$ cat config.mk
export PLATFORM = sky130hd
export DESIGN_NAME = mem_arbiter_flat
export DESIGN_NICKNAME = d
export VERILOG_FILES = /design/src/rtl/mem_arbiter_pkg.sv /design/src/rtl/mem_arbiter_if.sv /design/src/rtl/mem_arbiter_rr_arbiter2.sv /design/src/rtl/mem_arbiter.sv /design/src/flat_wrapper.sv
export SDC_FILE = /design/constraint.sdc
export NUM_CORES = 1
export LEC_CHECK = 0
export BUFFER_PORTS_ARGS = -buffer_cell sky130_fd_sc_hd__buf_2
export CAP_MARGIN = 20
export CORE_AREA = 2 2 106 108
export CTS_BUF_LIST = sky130_fd_sc_hd__clkbuf_4 sky130_fd_sc_hd__clkbuf_8
export DETAILED_ROUTE_END_ITERATION = 8
export DIE_AREA = 0 0 108 110
export PLACE_DENSITY = 0.76
export SLEW_MARGIN = 20
export SYNTH_ARGS = -nofsm -noshare
export SYNTH_HDL_FRONTEND = slang
export SYNTH_SLANG_ARGS = --single-unit
$ cat constraint.sdc
create_clock -name clk -period 1.8 [get_ports clk]
set_input_delay 0.18 -clock clk [delete_from_list [all_inputs] [get_ports clk]]
set_output_delay 0.18 -clock clk [all_outputs]
set_load 0.02 [all_outputs]
$ cat src/rtl/mem_arbiter_pkg.sv
// Shared types and constants for the memory arbiter: region decode, FSM states,
// and the region-to-enable mapping.
package mem_pkg;

  typedef enum logic [1:0] {
    REG_ROM  = 2'b00,
    REG_RAM  = 2'b01,
    REG_IO   = 2'b10,
    REG_NONE = 2'b11
  } region_t;

  typedef enum logic [1:0] {
    ST_IDLE,
    ST_ACCESS,
    ST_WAIT,
    ST_RESP
  } state_t;

  localparam int REGION_LSB = 16;

  // One-hot memory enable for a mapped region; the unmapped region enables nothing.
  function automatic logic [2:0] region_onehot(input region_t r);
    case (r)
      REG_ROM: return 3'b001;
      REG_RAM: return 3'b010;
      REG_IO:  return 3'b100;
      default: return 3'b000;
    endcase
  endfunction

endpackage

$ cat src/rtl/mem_arbiter_if.sv
// Bundle of the two request ports and the memory-side bus around mem_arbiter.
interface mem_arbiter_if #(
  parameter int ADDR_W = 32,
  parameter int DATA_W = 32
);
  logic [1:0]        m_valid;
  logic [1:0]        m_ready;
  logic [ADDR_W-1:0] m_addr0;
  logic [ADDR_W-1:0] m_addr1;
  logic [1:0]        m_we;
  logic [DATA_W-1:0] m_wdata0;
  logic [DATA_W-1:0] m_wdata1;
  logic [1:0]        m_rvalid;
  logic [DATA_W-1:0] m_rdata;
  logic              m_err;
  logic [2:0]        mem_en;
  logic              mem_we;
  logic [ADDR_W-1:0] mem_addr;
  logic [DATA_W-1:0] mem_wdata;
  logic [1:0]        mem_sel;
  logic [DATA_W-1:0] mem_rdata;

  // Arbiter side.
  modport slave (
    input  m_valid, m_addr0, m_addr1, m_we, m_wdata0, m_wdata1, mem_rdata,
    output m_ready, m_rvalid, m_rdata, m_err, mem_en, mem_we, mem_addr, mem_wdata, mem_sel
  );

  // Requester / memory-model side.
  modport master (
    output m_valid, m_addr0, m_addr1, m_we, m_wdata0, m_wdata1, mem_rdata,
    input  m_ready, m_rvalid, m_rdata, m_err, mem_en, mem_we, mem_addr, mem_wdata, mem_sel
  );
endinterface

$ cat src/rtl/mem_arbiter_rr_arbiter2.sv
// Two-request round-robin grant; last_grant resets to 1 so M0 wins the first tie.
module rr_arbiter2 (
  input  logic       clk,
  input  logic       rst_n,
  input  logic [1:0] req,
  input  logic       update,
  output logic [1:0] grant
);

  logic last_grant;

  always_comb begin
    // NOTE: default assigned first so every path drives grant and no latch is inferred.
    grant = 2'b00;
    case (req)
      2'b01:   grant = 2'b01;
      2'b10:   grant = 2'b10;
      2'b11:   grant = last_grant ? 2'b01 : 2'b10;
      default: grant = 2'b00;
    endcase
  end

  always_ff @(posedge clk or negedge rst_n) begin
    // NOTE: non-blocking assignment so every flop samples pre-edge values together.
    if (!rst_n)      last_grant <= 1'b1;
    else if (update) last_grant <= grant[1];
  end

endmodule

$ cat src/rtl/mem_arbiter.sv
// Two-master memory sequencer: arbitrates, decodes the region, drives one memory
// access, waits the read latency and returns a single-cycle response.
module mem_arbiter
  import mem_pkg::*;
#(
  parameter int ADDR_W = 32,
  parameter int DATA_W = 32,
  parameter int RD_LAT = 1
) (
  input logic         clk,
  input logic         rst_n,
  mem_arbiter_if.slave bus
);

  localparam logic [2:0] LAT_LOAD = 3'(RD_LAT - 1);

  state_t            state, state_nxt;
  logic [1:0]        grant;
  logic              take;
  logic [ADDR_W-1:0] req_addr;
  logic [DATA_W-1:0] req_wdata;
  logic              req_we;
  region_t           req_region;

  region_t           region_q;
  logic              we_q;
  logic              gnt_q;
  logic [2:0]        cnt_q;
  logic [DATA_W-1:0] rdata_q;
  logic              err_q;
  logic [ADDR_W-1:0] addr_q;
  logic [DATA_W-1:0] wdata_q;
  logic [1:0]        sel_q;

  assign take = (state == ST_IDLE) && (bus.m_valid != 2'b00);

  rr_arbiter2 u_rr (
    .clk    (clk),
    .rst_n  (rst_n),
    .req    (bus.m_valid),
    .update (take),
    .grant  (grant)
  );

  assign req_addr   = grant[1] ? bus.m_addr1  : bus.m_addr0;
  assign req_wdata  = grant[1] ? bus.m_wdata1 : bus.m_wdata0;
  assign req_we     = grant[1] ? bus.m_we[1]  : bus.m_we[0];
  assign req_region = region_t'(req_addr[REGION_LSB +: 2]);

  always_ff @(posedge clk or negedge rst_n) begin
    if (!rst_n) state <= ST_IDLE;
    else        state <= state_nxt;
  end

  always_comb begin
    state_nxt = state;
    case (state)
      ST_IDLE:   if (take) state_nxt = (req_region == REG_NONE) ? ST_RESP : ST_ACCESS;
      ST_ACCESS: state_nxt = we_q ? ST_RESP : ST_WAIT;
      ST_WAIT:   if (cnt_q == 3'd0) state_nxt = ST_RESP;
      ST_RESP:   state_nxt = ST_IDLE;
      default:   state_nxt = ST_IDLE;
    endcase
  end

  // Transaction registers: loaded at grant, held until the next grant.
  always_ff @(posedge clk or negedge rst_n) begin
    if (!rst_n) begin
      region_q <= REG_ROM;
      we_q     <= 1'b0;
      gnt_q    <= 1'b0;
      cnt_q    <= 3'd0;
      rdata_q  <= '0;
      err_q    <= 1'b0;
      addr_q   <= '0;
      wdata_q  <= '0;
      sel_q    <= 2'b00;
    end else begin
      case (state)
        ST_IDLE: if (take) begin
          region_q <= req_region;
          we_q     <= req_we;
          gnt_q    <= grant[1];
          addr_q   <= req_addr;
          wdata_q  <= req_wdata;
          rdata_q  <= '0;
          err_q    <= (req_region == REG_NONE);
          // The read mux never sees 11; an unmapped access leaves it untouched.
          if (req_region != REG_NONE) sel_q <= req_region;
        end
        ST_ACCESS: if (!we_q) cnt_q <= LAT_LOAD;
        ST_WAIT: begin
          if (cnt_q == 3'd0) rdata_q <= bus.mem_rdata;
          else               cnt_q   <= cnt_q - 3'd1;
        end
        default: ;
      endcase
    end
  end

  always_comb begin
    bus.m_ready  = (state == ST_IDLE) ? grant : 2'b00;
    bus.mem_en   = (state == ST_ACCESS) ? region_onehot(region_q) : 3'b000;
    bus.mem_we   = (state == ST_ACCESS) && we_q;
    bus.m_rvalid = (state == ST_RESP) ? (gnt_q ? 2'b10 : 2'b01) : 2'b00;
  end

  assign bus.m_rdata   = rdata_q;
  assign bus.m_err     = err_q;
  assign bus.mem_addr  = addr_q;
  assign bus.mem_wdata = wdata_q;
  assign bus.mem_sel   = sel_q;

endmodule

$ cat src/flat_wrapper.sv
// flat-port wrapper written by rule: the top's interface ports become plain ports
module mem_arbiter_flat import mem_pkg::*;
#(
  parameter int ADDR_W = 32,
  parameter int DATA_W = 32,
  parameter int RD_LAT = 1
)
  (clk, rst_n, bus_m_valid, bus_m_addr0, bus_m_addr1, bus_m_we, bus_m_wdata0, bus_m_wdata1, bus_mem_rdata, bus_m_ready, bus_m_rvalid, bus_m_rdata, bus_m_err, bus_mem_en, bus_mem_we, bus_mem_addr, bus_mem_wdata, bus_mem_sel);
  mem_arbiter_if #(.ADDR_W(ADDR_W), .DATA_W(DATA_W)) bus_i ();
  input logic clk;
  input logic rst_n;
  input wire logic [$bits(bus_i.m_valid)-1:0] bus_m_valid;
  input wire logic [$bits(bus_i.m_addr0)-1:0] bus_m_addr0;
  input wire logic [$bits(bus_i.m_addr1)-1:0] bus_m_addr1;
  input wire logic [$bits(bus_i.m_we)-1:0] bus_m_we;
  input wire logic [$bits(bus_i.m_wdata0)-1:0] bus_m_wdata0;
  input wire logic [$bits(bus_i.m_wdata1)-1:0] bus_m_wdata1;
  input wire logic [$bits(bus_i.mem_rdata)-1:0] bus_mem_rdata;
  output wire logic [$bits(bus_i.m_ready)-1:0] bus_m_ready;
  output wire logic [$bits(bus_i.m_rvalid)-1:0] bus_m_rvalid;
  output wire logic [$bits(bus_i.m_rdata)-1:0] bus_m_rdata;
  output wire logic [$bits(bus_i.m_err)-1:0] bus_m_err;
  output wire logic [$bits(bus_i.mem_en)-1:0] bus_mem_en;
  output wire logic [$bits(bus_i.mem_we)-1:0] bus_mem_we;
  output wire logic [$bits(bus_i.mem_addr)-1:0] bus_mem_addr;
  output wire logic [$bits(bus_i.mem_wdata)-1:0] bus_mem_wdata;
  output wire logic [$bits(bus_i.mem_sel)-1:0] bus_mem_sel;
  assign bus_i.m_valid = bus_m_valid;
  assign bus_i.m_addr0 = bus_m_addr0;
  assign bus_i.m_addr1 = bus_m_addr1;
  assign bus_i.m_we = bus_m_we;
  assign bus_i.m_wdata0 = bus_m_wdata0;
  assign bus_i.m_wdata1 = bus_m_wdata1;
  assign bus_i.mem_rdata = bus_mem_rdata;
  assign bus_m_ready = bus_i.m_ready;
  assign bus_m_rvalid = bus_i.m_rvalid;
  assign bus_m_rdata = bus_i.m_rdata;
  assign bus_m_err = bus_i.m_err;
  assign bus_mem_en = bus_i.mem_en;
  assign bus_mem_we = bus_i.mem_we;
  assign bus_mem_addr = bus_i.mem_addr;
  assign bus_mem_wdata = bus_i.mem_wdata;
  assign bus_mem_sel = bus_i.mem_sel;
  mem_arbiter #(.ADDR_W(ADDR_W), .DATA_W(DATA_W), .RD_LAT(RD_LAT)) u_core (.clk(clk), .rst_n(rst_n), .bus(bus_i));
endmodule
==> reports/results.ini, run 1 <==
[timing]
clock_skew_ns = 0.00979
whs_ns = 0.0225
max_slew_margin_pct = 62.7
tns_ns = 0
hold_viol_final = 0
slew_viol_final = 0
rsz0062_at_grt = true
timing.final.ws_setup_ns = 0.0821
setup_viol = 0
fmax_mhz = 582
tightest_slew_ns = 0.560
fin_crit_ns = 1.72
fin_crit_sh_pct = 95.4

[hold_path]
hold_class = in2reg
holdCritStartpoint = bus_mem_rdata[4]

[clock_tree]
clkSinkCount = 107
clkLatencyLatePin_ns = 0.37
cts_buffers = 9
root_buffer = clkbuf_8
cts_tree = built
path_clk_slew_ns = 0.11
clock_path_buffers = 2
cts-htree-levels = 3

[outcome]
status = completed

[synth]
synthTopCellsByCount = 131 x nor2_1, 106 x dfrtp_1, 64 x o22ai_1
synth_mux_area_share_pct = 0.458
ys_top_cells_by_area = dfrtp_1 61%, nor2_1 11%, o22ai_1 9.2%
syn_area_mm2 = 0.00437
syn-num-nets = 595
async_flop_share_pct = 100
synth_cell_types = 29
synth_xor_area_share_pct = 0
synth_compound_area_share_pct = 18.6
synth_ff_type = dfrtp_1
yosys.area_share.adder_pct = 2.01
synth-simple-area-share_pct = 13.8
ys_ff_latch = 107
synth-edff-count = 0
synth.avg_cell_area_um2 = 10.3
yosysTopAreaCellShare_pct = 60.7
synthCells = 422
synth_top_area_cell = dfrtp_1
ys.warnings.count = 0
yosysSeqAreaShare_pct = 61.3
yosysMostFrequentCell = nor2_1
synth_top_family_by_area = compound AO/OA/AOI/OAI gates

[critical_path]
r2r_start = u_core.cnt_q[0]$_DFFE_PN0P_
crit_arrival_ns = 1.54
worstSetupEndpointType = primary output
path_class = reg2out
critPathLaunch = u_core.state[1]$_DFFE_PN0P_
cp_max_fo = 4
cp.required_ns = 1.62
critPathLaunchType = flip-flop

[route]
drt_wl_total_um = 13000
via_count = 4286
dr.pass1.iters = 5
maxUsedRoutingLayer = met4
drtIter0Drc = 214
drcViolationCount = 0
viasPerCell = 5.06
met1_length_um = 5190
final_antenna_net_count = 0
met3WireLength_um = 868
wire_per_inst_um = 15.3
dr_wl_met2_um = 6620

[global_routing]
first_global_vias = 4037
grt_max_degree = 108
grt_usage_pct = 20.6
gr-total-overflow = 0
antenna_found_initial = 0
grt_pass1_wl_um = 19100

[run]
max_cap_viol_count = 0

[layout]
utilization_pct = 59.2
syn_to_final_growth_pct = 45.1
antennaDiodeCount = 0
drive_above_1_share_pct = 46.1
num-nets-final = 875

[power]
ir_drop_mv = 0.796
power_density_mw_per_mm2 = 1820
leakage_uw = 0.00323

[placement]
dp_hpwl_um = 9570
io_buffers = 272
post-place-ws_ns = 0.00467
gp_congestion = 0.803

[die]
core.rowCount = 38
core-area_mm2 = 0.0107
die_w_um = 108
die-area_mm2 = 0.0119
dieHeight_um = 110
initial_core_util_pct = 40.8
io_pins = 273

==> through the flow <==
stage          instance area (um^2)  power [uW]  cells
6_report                       6340       11500    847
5_1_grt                        6340       12300    847
4_1_cts                        6230       11500    836
3_5_place_dp                   5970        9790    818
3_3_place_gp                   5970        9580    818
2_1_floorplan                  4370        7660    422
==> routing by layer <==
metal	global-route usage [%]	vias to the layer above
met1	25.6	2031
met3	4.23	24
met2	35.5	190
li1	-	2041
met4	8.15	0
met5	0	-
==> worst max-delay path, cell delays in order, from the launching register on <==
cell and delay (ns):
dfrtp_1 0.43, inv_2 0.13, ha_2 0.24, nand2_1 0.11, inv_1 0.09, buf_2 0.17
==> power by group <==
group	internal, uW	switching, uW
Sequential	3500	617
Clock	793	841
Combinational	2270	3510
Total	6570	4970
==> what timing repair did <==
action	4_1_cts	5_1_grt
endpoints found under the hold margin	106	0
cloned	0	0
setup buffers	1	11
hold buffers	1	0
pin swaps	0	4
setup endpoints to repair	4	36
resized for setup	4	7
==> worst paths after layout <==
check	endpoint	depth (start not counted)	slack, ns
max	bus_mem_we	5	0.08
min	u_core.bus.m_rdata[4]$_DFFE_PN0P_	2	0.02
max reg2reg	u_core.bus.m_rdata[9]$_DFFE_PN0P_	8	0.09
min reg2reg	u_core.cnt_q[0]$_DFFE_PN0P_	1	0.51
max in group asynchronous	u_core.bus.mem_wdata[2]$_DFFE_PN0P_	3	0.96
min in group asynchronous	u_core.bus.m_rdata[15]$_DFFE_PN0P_	3	0.42
==> layout make-up <==
class / instances / area (um^2)
multi-input combinational: 277 / 1580
clock buffer: 9 / 124
sequential: 107 / 2680
timing repair buffer: 296 / 1640
tap: 140 / 175
inverter: 11 / 41.3
clock inverter: 7 / 101
fill: 930 / 4360
==> state kept, by name (all words and copies together), names as in the netlist <==
| signal | flops |
|---|---|
| u_core.gnt_q | 1 |
| u_core.bus.mem_addr | 32 |
| u_core.cnt_q | 3 |
| u_core.bus.mem_wdata | 32 |
| u_core.bus.mem_sel | 2 |
| u_core.state | 2 |
| u_core.u_rr.last_grant | 1 |
| u_core.we_q | 1 |
| u_core.bus.m_rdata | 32 |
| u_core.bus.m_err | 1 |
==> layout by cell type, fill, tap and decap left out, types with 2 or more instances in the layout <==
| cell | n |
|---|---|
| buf_2 | 270 |
| nor2_1 | 131 |
| dfrtp_1 | 106 |
| o22ai_1 | 64 |
| a22o_1 | 33 |
| buf_4 | 18 |
| clkbuf_8 | 9 |
| inv_1 | 8 |
| nand2_1 | 7 |
| a21oi_1 | 7 |
| buf_12 | 7 |
| o21ai_0 | 6 |
| inv_2 | 3 |
| nand3_1 | 3 |
| ha_1 | 3 |
| nor2b_1 | 2 |
| a21oi_2 | 2 |
| mux2i_1 | 2 |
| ha_2 | 2 |
| ha_4 | 2 |
| clkinv_4 | 2 |
| bufinv_16 | 2 |
| clkinvlp_4 | 2 |
==> cells by family (layout without fill, tap and decap cells) <==
| family | count (synthesis) | in the layout |
|---|---|---|
| AOI/OAI and AO/OA | 117 | 117 |
| adders and majority gates | 7 | 7 |
| buffers and inverters | 38 | 323 |
| DFF | 107 | 107 |
| muxes | 2 | 2 |
| and+or+nand+nor | 151 | 151 |
No activity file was read; power rests on OpenSTA's default activity.
==> run 2: changes to the inputs <==
Settings changed: CORE_AREA 2 2 106 108 to default, CORE_ASPECT_RATIO from default to 1.4, CORE_UTILIZATION from default to 30, DIE_AREA 0 0 108 110 to default, PLACE_DENSITY 0.76 to 0.59.
==> run 2 against run 1 <==
Compared with the run above:
- die area up 27%
- clock power down 14%
- sequential power up 1%
- critical endpoint is now u_core.bus.m_rdata[31]$_DFFE_PN0P_
- flip-flop and latch count unchanged
- final cell count up 8.1%
- clock-buffer cell count up 2
- utilization down 12 points
- combinational power up 4.3%
- hold slack better by 0.0045 ns
==> reports/results.ini, run 2 (synthesis gave the netlist of run 1 again) <==
[timing]
hold_viol_final = 0
setup_viol = 0
fmax_mhz = 575
fin_crit_sh_pct = 96.6
rsz0062_at_grt = true
clock_skew_ns = 0.0112
tightest_slew_ns = 0.557
whs_ns = 0.0269
max_slew_margin_pct = 62.9
slew_viol_final = 0
tns_ns = 0
fin_crit_ns = 1.74

[clock_tree]
cts-htree-levels = 3
path_clk_slew_ns = 0.11
root_buffer = clkbuf_8
cts_buffers = 9
cts_tree = built
clkSinkCount = 107
clkLatencyLatePin_ns = 0.36
clock_path_buffers = 2

[route]
dr.pass1.iters = 4
drcViolationCount = 0
drtIter0Drc = 159
viasPerCell = 4.88
drt_wl_total_um = 15000
via_count = 4473
final_antenna_net_count = 0
wire_per_inst_um = 16.4

[global_routing]
grt_pass1_wl_um = 23000
antenna_found_initial = 0
grt_max_degree = 46
gr-total-overflow = 0
first_global_vias = 4641
grt_usage_pct = 19.5

[power]
power_frac_seq_pct = 35.8
power_density_mw_per_mm2 = 1750
leakage_uw = 0.00336
p_int_uw = 6500
p_sw_share_pct = 44.0
p_comb_share_pct = 52.1
p_clk_share_pct = 12.1
power.switching_uw = 5100
ir_drop_mv = 0.607

[die]
die_w_um = 104
io_pins = 273
die-area_mm2 = 0.0150
dieHeight_um = 145
core-area_mm2 = 0.0140
core.rowCount = 51
initial_core_util_pct = 31.1

[critical_path]
cp.required_ns = 2.06
worstSetupEndpointType = flip-flop
critPathLaunchType = flip-flop
r2r_cells = 7
cp_max_fo = 32
path_class = reg2reg
crit_arrival_ns = 2.00

[layout]
utilization_pct = 47.4
final_common_cell = buf_2
drive_above_1_share_pct = 44.7
fin_cells = 916
num-nets-final = 899
antennaDiodeCount = 0
syn_to_final_growth_pct = 52.2
final_cell_mix = 271 x buf_2, 131 x nor2_1, 106 x dfrtp_1

[placement]
io_buffers = 272
dp_hpwl_um = 10600
placed_cells = 864
gp_congestion = 0.833

[outcome]
status = completed

[run]
max_cap_viol_count = 0

[hold_path]
hold_class = in2reg
hold_depth = 3

==> run 2: routing by layer <==
layer	part of all wire, %	vias to the layer above	global-route usage (%)
met5	0	-	0
met3	4.8	54	3.18
met4	4.4	0	11.6
met2	53	219	34.7
li1	-	2089	-
met1	38	2111	22.1
==> run 2: final cells by class <==
cell class,count,area (um^2)
flip-flops and latches,107,2680
repair buffers,320,1930
clock inverters,5,38.8
clock buffers,11,145
multi-input cells,277,1580
well taps,185,231
fillers,1370,7390
inverters,11,41.3
==> run 2: repair_timing <==
action / 4_1_cts / 5_1_grt
pin swaps: 0 / 1
endpoints found under the hold margin: 58 / 0
resized for setup: 6 / 3
hold buffers: 23 / 0
setup endpoints to repair: 2 / 36
setup buffers: 8 / 3
gates cloned: 2 / 0
==> run 2: through the flow <==
step	instance area [um^2]	setup WS [ns]	total power, uW
2_1_floorplan	4370	0.186	7660
3_3_place_gp	6050	0.117	9760
3_5_place_dp	6050	0.0183	9910
4_1_cts	6610	0.00305	11700
5_1_grt	6650	-0.0328	12400
6_report	6650	0.0613	11600
==> run 2: critical path: stages (launching register included) <==
cell	delay (ns)
dfrtp_1	0.44
buf_4	0.15
ha_2	0.19
nor2b_1	0.15
a21oi_2	0.18
o21ai_2	0.10
buf_12	0.18
a22o_1	0.24
==> run 2: worst paths after layout <==
path | from | endpoint | slack (ns)
setup / recovery | u_core.state[1]$_DFFE_PN0P_ | u_core.bus.m_rdata[31]$_DFFE_PN0P_ | 0.06
max in group asynchronous | rst_n | u_core.bus.mem_addr[11]$_DFFE_PN0P_ | 0.82
min in group asynchronous | rst_n | u_core.bus.mem_wdata[4]$_DFFE_PN0P_ | 0.34
hold reg to reg | u_core.cnt_q[1]$_DFFE_PN0P_ | u_core.cnt_q[1]$_DFFE_PN0P_ | 0.50
hold / removal | bus_m_wdata1[24] | u_core.bus.mem_wdata[24]$_DFFE_PN0P_ | 0.03
setup reg to reg | u_core.state[1]$_DFFE_PN0P_ | u_core.bus.m_rdata[31]$_DFFE_PN0P_ | 0.06
==> run 2: power by group through the flow <==
stage | Combinational [uW] | Clock (uW) | Sequential [uW]
global route | 6530 | 1570 | 4290
detailed placement | 5740 | 0 | 4170
global placement | 5590 | 0 | 4170
floorplan | 2320 | 0 | 5330
finish | 6040 | 1400 | 4160
CTS | 6040 | 1460 | 4150
